--- config.mk ---
export PLATFORM = sky130hd
export DESIGN_NAME = register_bank
export DESIGN_NICKNAME = d
export VERILOG_FILES = /design/src/rtl/register_bank_pkg.sv /design/src/rtl/onehot_decoder.sv /design/src/rtl/register_bank.sv
export SDC_FILE = /design/constraint.sdc
export NUM_CORES = 1
export LEC_CHECK = 0
export BUFFER_PORTS_ARGS = -buffer_cell sky130_fd_sc_hd__buf_2
export CAP_MARGIN = 20
export CORE_MARGIN = 3
export CORE_UTILIZATION = 59
export CTS_CLUSTER_SIZE = 16
export DETAILED_ROUTE_END_ITERATION = 10
export GPL_TIMING_DRIVEN = 0
export PLACE_DENSITY = 0.82
export SLEW_MARGIN = 20
export SYNTH_ARGS = -nofsm -noshare
export SYNTH_HDL_FRONTEND = slang
export SYNTH_HIERARCHICAL = 1
export SYNTH_SLANG_ARGS = --single-unit
--- constraint.sdc ---
create_clock -name CLK -period 4.8 [get_ports CLK]
set_input_delay 0.24 -clock CLK [delete_from_list [all_inputs] [get_ports CLK]]
set_output_delay 0.24 -clock CLK [all_outputs]
set_load 0.05 [all_outputs]
--- src/rtl/register_bank_pkg.sv ---
// Shared constants and helpers for the register bank.
// Holds the default geometry and the address-width derivation used by
// register_bank and onehot_decoder.
package register_bank_pkg;

  localparam int DEFAULT_WIDTH = 16;
  localparam int DEFAULT_NREG  = 8;

  // Smallest address width that can name every register (ceil(log2(n))).
  // Never returns less than one bit so single-bit selects stay legal.
  function automatic int calc_aw(input int n);
    int aw;
    aw = 0;
    while ((1 << aw) < n) aw++;
    return (aw < 1) ? 1 : aw;
  endfunction

endpackage

--- src/rtl/onehot_decoder.sv ---
// One-hot write-strobe decoder.
// Y has exactly one bit set when LD is high and DR names an existing
// register; an out-of-range DR or LD low gives all zeros.
module onehot_decoder
  import register_bank_pkg::*;
#(
  parameter int NREG = DEFAULT_NREG,
  parameter int AW   = calc_aw(DEFAULT_NREG)
) (
  input  logic [AW-1:0]   DR,
  input  logic            LD,
  output logic [NREG-1:0] Y
);

  // Compare DR against every legal index; indices >= NREG never match.
  always_comb begin
    // NOTE: every output of a combinational block gets a default first,
    // otherwise an unassigned path infers a latch.
    Y = '0;
    for (int i = 0; i < NREG; i++) begin
      if (LD && (DR == AW'(i))) Y[i] = 1'b1;
    end
  end

endmodule

--- src/rtl/register_bank.sv ---
// Register bank: NREG x WIDTH registers, one write port, two read ports.
// Tracks per-register written-since-reset flags (VALID) and a sticky
// out-of-range write flag (ERR).
// Optional feature: define REGISTER_BANK_BYPASS_EN to forward write data
// to a read port in the same cycle when it selects the write target.
module register_bank
  import register_bank_pkg::*;
#(
  parameter  int WIDTH = DEFAULT_WIDTH,
  parameter  int NREG  = DEFAULT_NREG,
  localparam int AW    = calc_aw(NREG)
) (
  input  logic             CLK,
  input  logic             RST,
  input  logic [AW-1:0]    DR,
  input  logic             LD,
  input  logic [WIDTH-1:0] D,
  input  logic [AW-1:0]    SA,
  input  logic [AW-1:0]    SB,
  output logic [WIDTH-1:0] A,
  output logic [WIDTH-1:0] B,
  output logic [NREG-1:0]  WE_VEC,
  output logic [NREG-1:0]  VALID,
  output logic             ERR
);

  logic [WIDTH-1:0] regs_q [NREG];
  logic [WIDTH-1:0] regs_d [NREG];
  logic [NREG-1:0]  valid_q, valid_d;
  logic             err_q, err_d;
  logic [NREG-1:0]  we_vec;
  logic [WIDTH-1:0] stored_a, stored_b;

  onehot_decoder #(
    .NREG (NREG),
    .AW   (AW)
  ) u_dec (
    .DR (DR),
    .LD (LD),
    .Y  (we_vec)
  );

  assign WE_VEC = we_vec;
  assign VALID  = valid_q;
  assign ERR    = err_q;

  // Next state: strobed registers take D, VALID accumulates strobes, and a
  // load that produced no strobe (DR out of range) sets the sticky ERR.
  always_comb begin
    regs_d  = regs_q;
    valid_d = valid_q | we_vec;
    err_d   = err_q | (LD & ~(|we_vec));
    for (int i = 0; i < NREG; i++) begin
      if (we_vec[i]) regs_d[i] = D;
    end
  end

  // State registers with asynchronous clear of data, flags and ERR.
  always_ff @(posedge CLK or posedge RST) begin
    if (RST) begin
      // NOTE: the register array is real flops that must read zero right
      // after reset, so every entry is cleared here rather than left as RAM.
      for (int i = 0; i < NREG; i++) regs_q[i] <= '0;
      valid_q <= '0;
      err_q   <= 1'b0;
    end else begin
      // NOTE: sequential state uses non-blocking assignments so every flop
      // samples the pre-edge values regardless of statement order.
      regs_q  <= regs_d;
      valid_q <= valid_d;
      err_q   <= err_d;
    end
  end

  // Read muxes; a select beyond the last register matches nothing and reads 0.
  always_comb begin
    stored_a = '0;
    stored_b = '0;
    for (int i = 0; i < NREG; i++) begin
      if (SA == AW'(i)) stored_a = regs_q[i];
      if (SB == AW'(i)) stored_b = regs_q[i];
    end
  end

`ifdef REGISTER_BANK_BYPASS_EN
  // Forward D only when a real strobe fires, so an out-of-range DR never
  // bypasses.
  logic wr_hit;
  assign wr_hit = |we_vec;
  assign A = (wr_hit && (SA == DR)) ? D : stored_a;
  assign B = (wr_hit && (SB == DR)) ? D : stored_b;
`else
  assign A = stored_a;
  assign B = stored_b;
`endif

endmodule

==> key figures, run 1 <==
Floorplan
  – Initial Utilization: 61.3%
  – Core Region: 12,200 um2
  – Die Span X: 118 um
  – Die outline height: 118 um
  – Num ports: 77
  – Site Rows: 40
  – Die footprint: 14,000 um2

STA
  – Final Skew: 0 ns
  – Final hold violation count: 0
  – Worst Tran Pin Value: 0.903 ns
  – Final setup fails: 0
  – Min Hold Slack: 0.146 ns
  – Max Fclk: 427 MHz
  – RSZ-0062 raised after global routing: false
  – Final cycle utilization of the critical path: 48.8%
  – Setup TNS Final: 0 ns
  – Final Max Tran Viols: 0
  – Slew HR: 39.7%
  – Final min period: 2.34 ns

Global route
  – Met3 Usage GRT: 8.23%
  – Antenna violations before repair: 0
  – First-pass GRT wire length: 33,700 um
  – Largest net degree at the start of global routing: 81
  – Vias in the first global route: 5,835
  – Most crowded layer after global routing: met2
  – Aggregate global routing overflow: 0
  – Met1 usage: 41.3%
  – Met2 GRT Util: 50.8%
  – Tot GR Track Use: 32.3%

Pwr
  – Leakage: 3.82 nW
  – Total power: 4.02 mW
  – Pwr Density: 462 nW/um2
  – Worst VDD drop: 0.252 mV

Worst setup path
  – CP Class: in2out
  – CP required: 4.56 ns
  – CP Launch Type: primary input
  – Crit. End Element: output port
  – Worst-path maximum fanout: 10
  – CP arrival: 2.10 ns

Final layout
  – Most common cell after layout, fill and taps aside: mux2_2
  – Layout cells sized above 1: 50.0%
  – # diodes: 0
  – Most frequent cells in the layout: mux2_2, dfrtp_1, buf_2, mux2i_1, nand2_1
  – Post-Route Utilization: 71.5%
  – Nets: 685
  – Layout area overhead: 16.6%
  – Fin area: 8700 um2

Clocking
  – Clock Path Buffers: 2
  – Clock Pin Slew Worst Setup and Hold Paths: 0.06 ns
  – TritonCTS Buffers: 17
  – CTS tree: built
  – CTS HTree Levels: 4
  – Clk_lat worst skew: 0.42 ns
  – Clk sinks: 137
  – Clock Tree Root: clkbuf_16

Route
  – WL final: 22,000 um
  – DR iter-0 viols: 688
  – Vias per inst: 6.72
  – DRC viols: 0
  – Routed len/inst: 26.3 um
  – Routed Antenna Nets: 0
  – Drt first pass iters: 5
  – Vias post-DR: 5,631

Placement
  – Gpl congestion: 0.930
  – Port Buffers: 72
  – Placed standard-cell area: 8070 um2
  – Hpwl dp: 14,100 um

Logic synthesis
  – Synth Area in Simple Gates: 6.39%
  – Largest family of logic cells by synthesized area: multiplexers
  – Cells after synthesis: 564
  – Syn nets: 592
  – YS warnings: 6
  – Post-synthesis sequential area ratio: 46.0%
  – Flops & latches, synth: 137
  – Synthesized area per cell: 13.2 um2
  – Synth Area in Compound Gates: 7.85%
  – Adder-Cell Fraction of Synth Area: 0%
  – Distinct cells, synth: 53
  – Mapped Area: 7460 um2
  – Post-synthesis mux area share: 35.4%
  – Asr flop ratio synth: 100%
  – Post-synth EDFFs: 0
  – XOR/XNOR share of the synthesized area: 0%
  – Main synth FF type: dfrtp_1

Min path
  – Worst Hold Class: in2reg

Flow run
  – Max-cap viol count: 0

Run status
  – Run status: finished, final reports clean
final timing paths:
check | from | to | slack, ns | cells after the start
max in group asynchronous | RST | regs_q[15] | 3.70 | 4
max | SA[0] | A[0] | 2.46 | 7
min | D[4] | regs_q[52] | 0.15 | 2
min reg2reg | VALID[4] | VALID[4] | 0.46 | 1
min in group asynchronous | RST | VALID[2] | 0.37 | 3
max reg2reg | regs_q[117] | regs_q[117] | 3.99 | 1
routing by layer:
metal	vias up	wire [um]
met5	-	0
met1	2833	8140
met4	0	1020
met3	101	2220
li1	2340	-
met2	357	10600
where the power goes:
part	switching (mW)	internal, mW
Clock	0.493	0.869
Combinational	0.580	0.473
Sequential	0.209	1.40
flip-flops by register name, summed over array words and instances (netlist names):
register and count:
regs_q 128, VALID 8, ERR 1
synthesized netlist by cell type, drive strengths merged, types with 5 or more instances:
| cell | number | area (um2) |
|---|---|---|
| a211oi | 5 | 37.5 |
| nand2 | 21 | 78.8 |
| a31oi | 9 | 56.3 |
| o21ai | 18 | 90.1 |
| dfrtp | 137 | 3430 |
| a21oi | 19 | 95.1 |
| nand3 | 6 | 30.0 |
| or2 | 10 | 62.6 |
| mux2i | 39 | 390 |
| mux2 | 147 | 1660 |
| nor2 | 14 | 55.1 |
| mux4 | 25 | 593 |
| buf | 46 | 319 |
| nor2b | 7 | 43.8 |
area by class of cell:
| type | count | area (um2) |
|---|---|---|
| well taps | 168 | 210 |
| multi-input cells | 378 | 3700 |
| flip-flops and latches | 137 | 3430 |
| inverters | 3 | 18.8 |
| repair buffers | 74 | 398 |
| plain buffers | 46 | 319 |
| clock buffers | 21 | 480 |
| clock inverters | 11 | 144 |
| fillers | 841 | 3460 |
per-stage QoR:
stage               cells  setup slack (ns)
floorplan             564             0.892
global placement      804            -0.335
detailed placement    805              2.53
CTS                   838              2.54
global route          838              2.46
finish                838              2.46
kinds of logic after synthesis:
logic type	after synthesis
mux	211
flops	137
buf+inv	49
compound gates	86
simple gates	81
critical path, stage by stage:
cell	delay, ns
buf_2	0.12
buf_4	0.22
nor2b_1	0.75
a2bb2oi_1	0.19
nor2_1	0.14
o32a_1	0.17
buf_2	0.27
what timing repair did:
action                                  4_1_cts  5_1_grt
hold buffers                                  1        0
endpoints found under the setup margin        0        0
resized for setup                             0        0
endpoints found under the hold margin        57        0
buffers inserted                              0        0
Note: power is estimated with default switching activity, not from simulation.
==> run 2: changes to the inputs <==
--- a/config.mk
+++ b/config.mk
@@ -8,11 +8,11 @@
 export BUFFER_PORTS_ARGS = -buffer_cell sky130_fd_sc_hd__buf_2
 export CAP_MARGIN = 20
 export CORE_MARGIN = 3
-export CORE_UTILIZATION = 59
+export CORE_UTILIZATION = 54
 export CTS_CLUSTER_SIZE = 16
 export DETAILED_ROUTE_END_ITERATION = 10
 export GPL_TIMING_DRIVEN = 0
-export PLACE_DENSITY = 0.82
+export PLACE_DENSITY = 0.79
 export SLEW_MARGIN = 20
 export SYNTH_ARGS = -nofsm -noshare
 export SYNTH_HDL_FRONTEND = slang
==> constraint.sdc (replaced) <==
create_clock -name CLK -period 1.97 [get_ports CLK]
set_input_delay 0.0985 -clock CLK [delete_from_list [all_inputs] [get_ports CLK]]
set_output_delay 0.0985 -clock CLK [all_outputs]
set_load 0.05 [all_outputs]
==> key figures, run 2 (synthesized netlist as in run 1, its figures left out) <==
STA
  – Final Max Tran Viols: 0
  – Final min period: 1.99 ns
  – Max Fclk: 504 MHz
  – Slew HR: 36.9%
  – Final setup fails: 2
  – Final cycle utilization of the critical path: 101%
  – Worst Tran Pin Value: 0.944 ns
  – Worst Slack Setup Final: -0.0153 ns
  – Min Hold Slack: 0.00882 ns
  – RSZ-0062 raised after global routing: true
  – Setup TNS Final: -0.0302 ns
  – Final Skew: 0 ns
  – Final hold violation count: 0

Global route
  – Aggregate global routing overflow: 0
  – Tot GR Track Use: 31.3%
  – Largest net degree at the start of global routing: 37
  – Vias in the first global route: 5,992
  – Antenna violations before repair: 0
  – First-pass GRT wire length: 34,800 um

Pwr
  – Comb power frac: 27.8%
  – Reg power frac: 40.1%
  – Clock share of power: 32.1%
  – Total power: 9.79 mW
  – Worst VDD drop: 0.667 mV
  – Leakage: 3.88 nW
  – Sw Ratio: 32.9%
  – Switching power of the nets: 3.22 mW
  – Pwr Density: 1100 nW/um2
  – Internal cell power: 6.57 mW

Floorplan
  – Die outline height: 124 um
  – Initial Utilization: 55.7%
  – Num ports: 77
  – Die Span X: 124 um
  – Die footprint: 15,300 um2
  – Core Region: 13,400 um2
  – Site Rows: 42

Route
  – Routed len/inst: 27.1 um
  – Routed wl met2: 10,900 um
  – Vias per inst: 6.79
  – WL met1: 8570 um
  – Drt first pass iters: 7
  – Wire length on met3: 2530 um
  – WL final: 23,200 um
  – Routed Antenna Nets: 0
  – Vias post-DR: 5,796
  – DRC viols: 0
  – DR iter-0 viols: 843
  – Top sig layer: met4

Clocking
  – Clock Tree Root: clkbuf_16
  – CTS tree: built
  – Clock Path Buffers: 2
  – CTS HTree Levels: 4
  – Clk sinks: 137
  – Clock Pin Slew Worst Setup and Hold Paths: 0.06 ns
  – TritonCTS Buffers: 17
  – Clk_lat worst skew: 0.42 ns

Worst setup path
  – CP required: 1.87 ns
  – Crit. End Element: output port
  – CP arrival: 1.89 ns
  – Worst-path maximum fanout: 3
  – CP Class: reg2out
  – CP Launch Type: flop

Final layout
  – Nets: 693
  – Most flop-heavy register: regs_q
  – Most frequent cells in the layout: mux2_2, dfrtp_1, buf_2, mux2i_1, nand2_1
  – Most common cell after layout, fill and taps aside: mux2_2
  – Fillcell total: 948
  – Layout area overhead: 18.8%
  – Max reg flops: 128
  – # diodes: 0
  – Layout cells sized above 1: 51.5%

Min path
  – Worst Hold Class: in2reg

Placement
  – Port Buffers: 72
  – Hpwl dp: 14,700 um
  – Gpl congestion: 0.931
  – Pre-CTS worst setup slack: -0.0463 ns

Flow run
  – Max-cap viol count: 0

Run status
  – Run status: finished with violations
  – Failing checks: negative setup slack
run 2: path summary, 6_finish.rpt:
check	end	start	slack, ns	cells past startpoint
worst max-delay path	B[8]	regs_q[120]	-0.02	5
worst min-delay path	regs_q[66]	D[2]	0.009	2
worst max register to register	regs_q[0]	regs_q[0]	1.03	2
min in group asynchronous	regs_q[26]	RST	0.25	3
max in group asynchronous	regs_q[4]	RST	1.03	5
worst min register to register	VALID[6]	VALID[6]	0.46	1
run 2: per-layer routing:
metal | global-route usage, % | up-vias
met1 | 39.8 | 2913
met4 | 17.4 | 0
li1 | - | 2347
met3 | 7.59 | 113
met2 | 49.4 | 423
met5 | 0 | -
run 2: per-stage QoR:
stage                     utilization (%)  instances  cell area (um2)
after floorplan                         -        564             7500
after global placement               60.3        812             8080
after detailed placement             61.0        816             8170
after CTS                            65.6        851             8800
after global routing                 66.1        854             8860
final                                66.1        854             8860
run 2: cell type report:
type / instances / area (um2) / area share, %
Tap cell: 176 / 220 / 2.49
Sequential cell: 137 / 3430 / 38.7
Clock inverter: 11 / 121 / 1.37
Buffer: 46 / 327 / 3.69
Inverter: 3 / 15.0 / 0.169
Timing Repair Buffer: 82 / 526 / 5.93
Multi-Input combinational cell: 378 / 3760 / 42.5
Clock buffer: 21 / 460 / 5.20
run 2: power by group through the flow:
stage | registers [mW] | logic, mW | clock network [mW]
floorplan | 3.78 | 2.02 | 0
CTS | 3.89 | 2.64 | 3.13
finish | 3.93 | 2.72 | 3.14
global route | 3.98 | 2.87 | 3.25
detailed placement | 3.93 | 2.58 | 0
global placement | 3.87 | 2.47 | 0
run 2: critical path, stage by stage (launching register included):
cell and delay, ns:
dfrtp_1 0.37, or3b_1 0.36, a21oi_1 0.14, a211oi_1 0.07, a31oi_1 0.25, buf_4 0.26
run 2: timing repair:
action	4_1_cts	5_1_grt
setup endpoints to repair	6	10
gates resized for setup	8	14
endpoints found under the hold margin	16	0
pin swaps	3	3
cloned	0	0
setup buffers	2	3
hold buffers	1	0
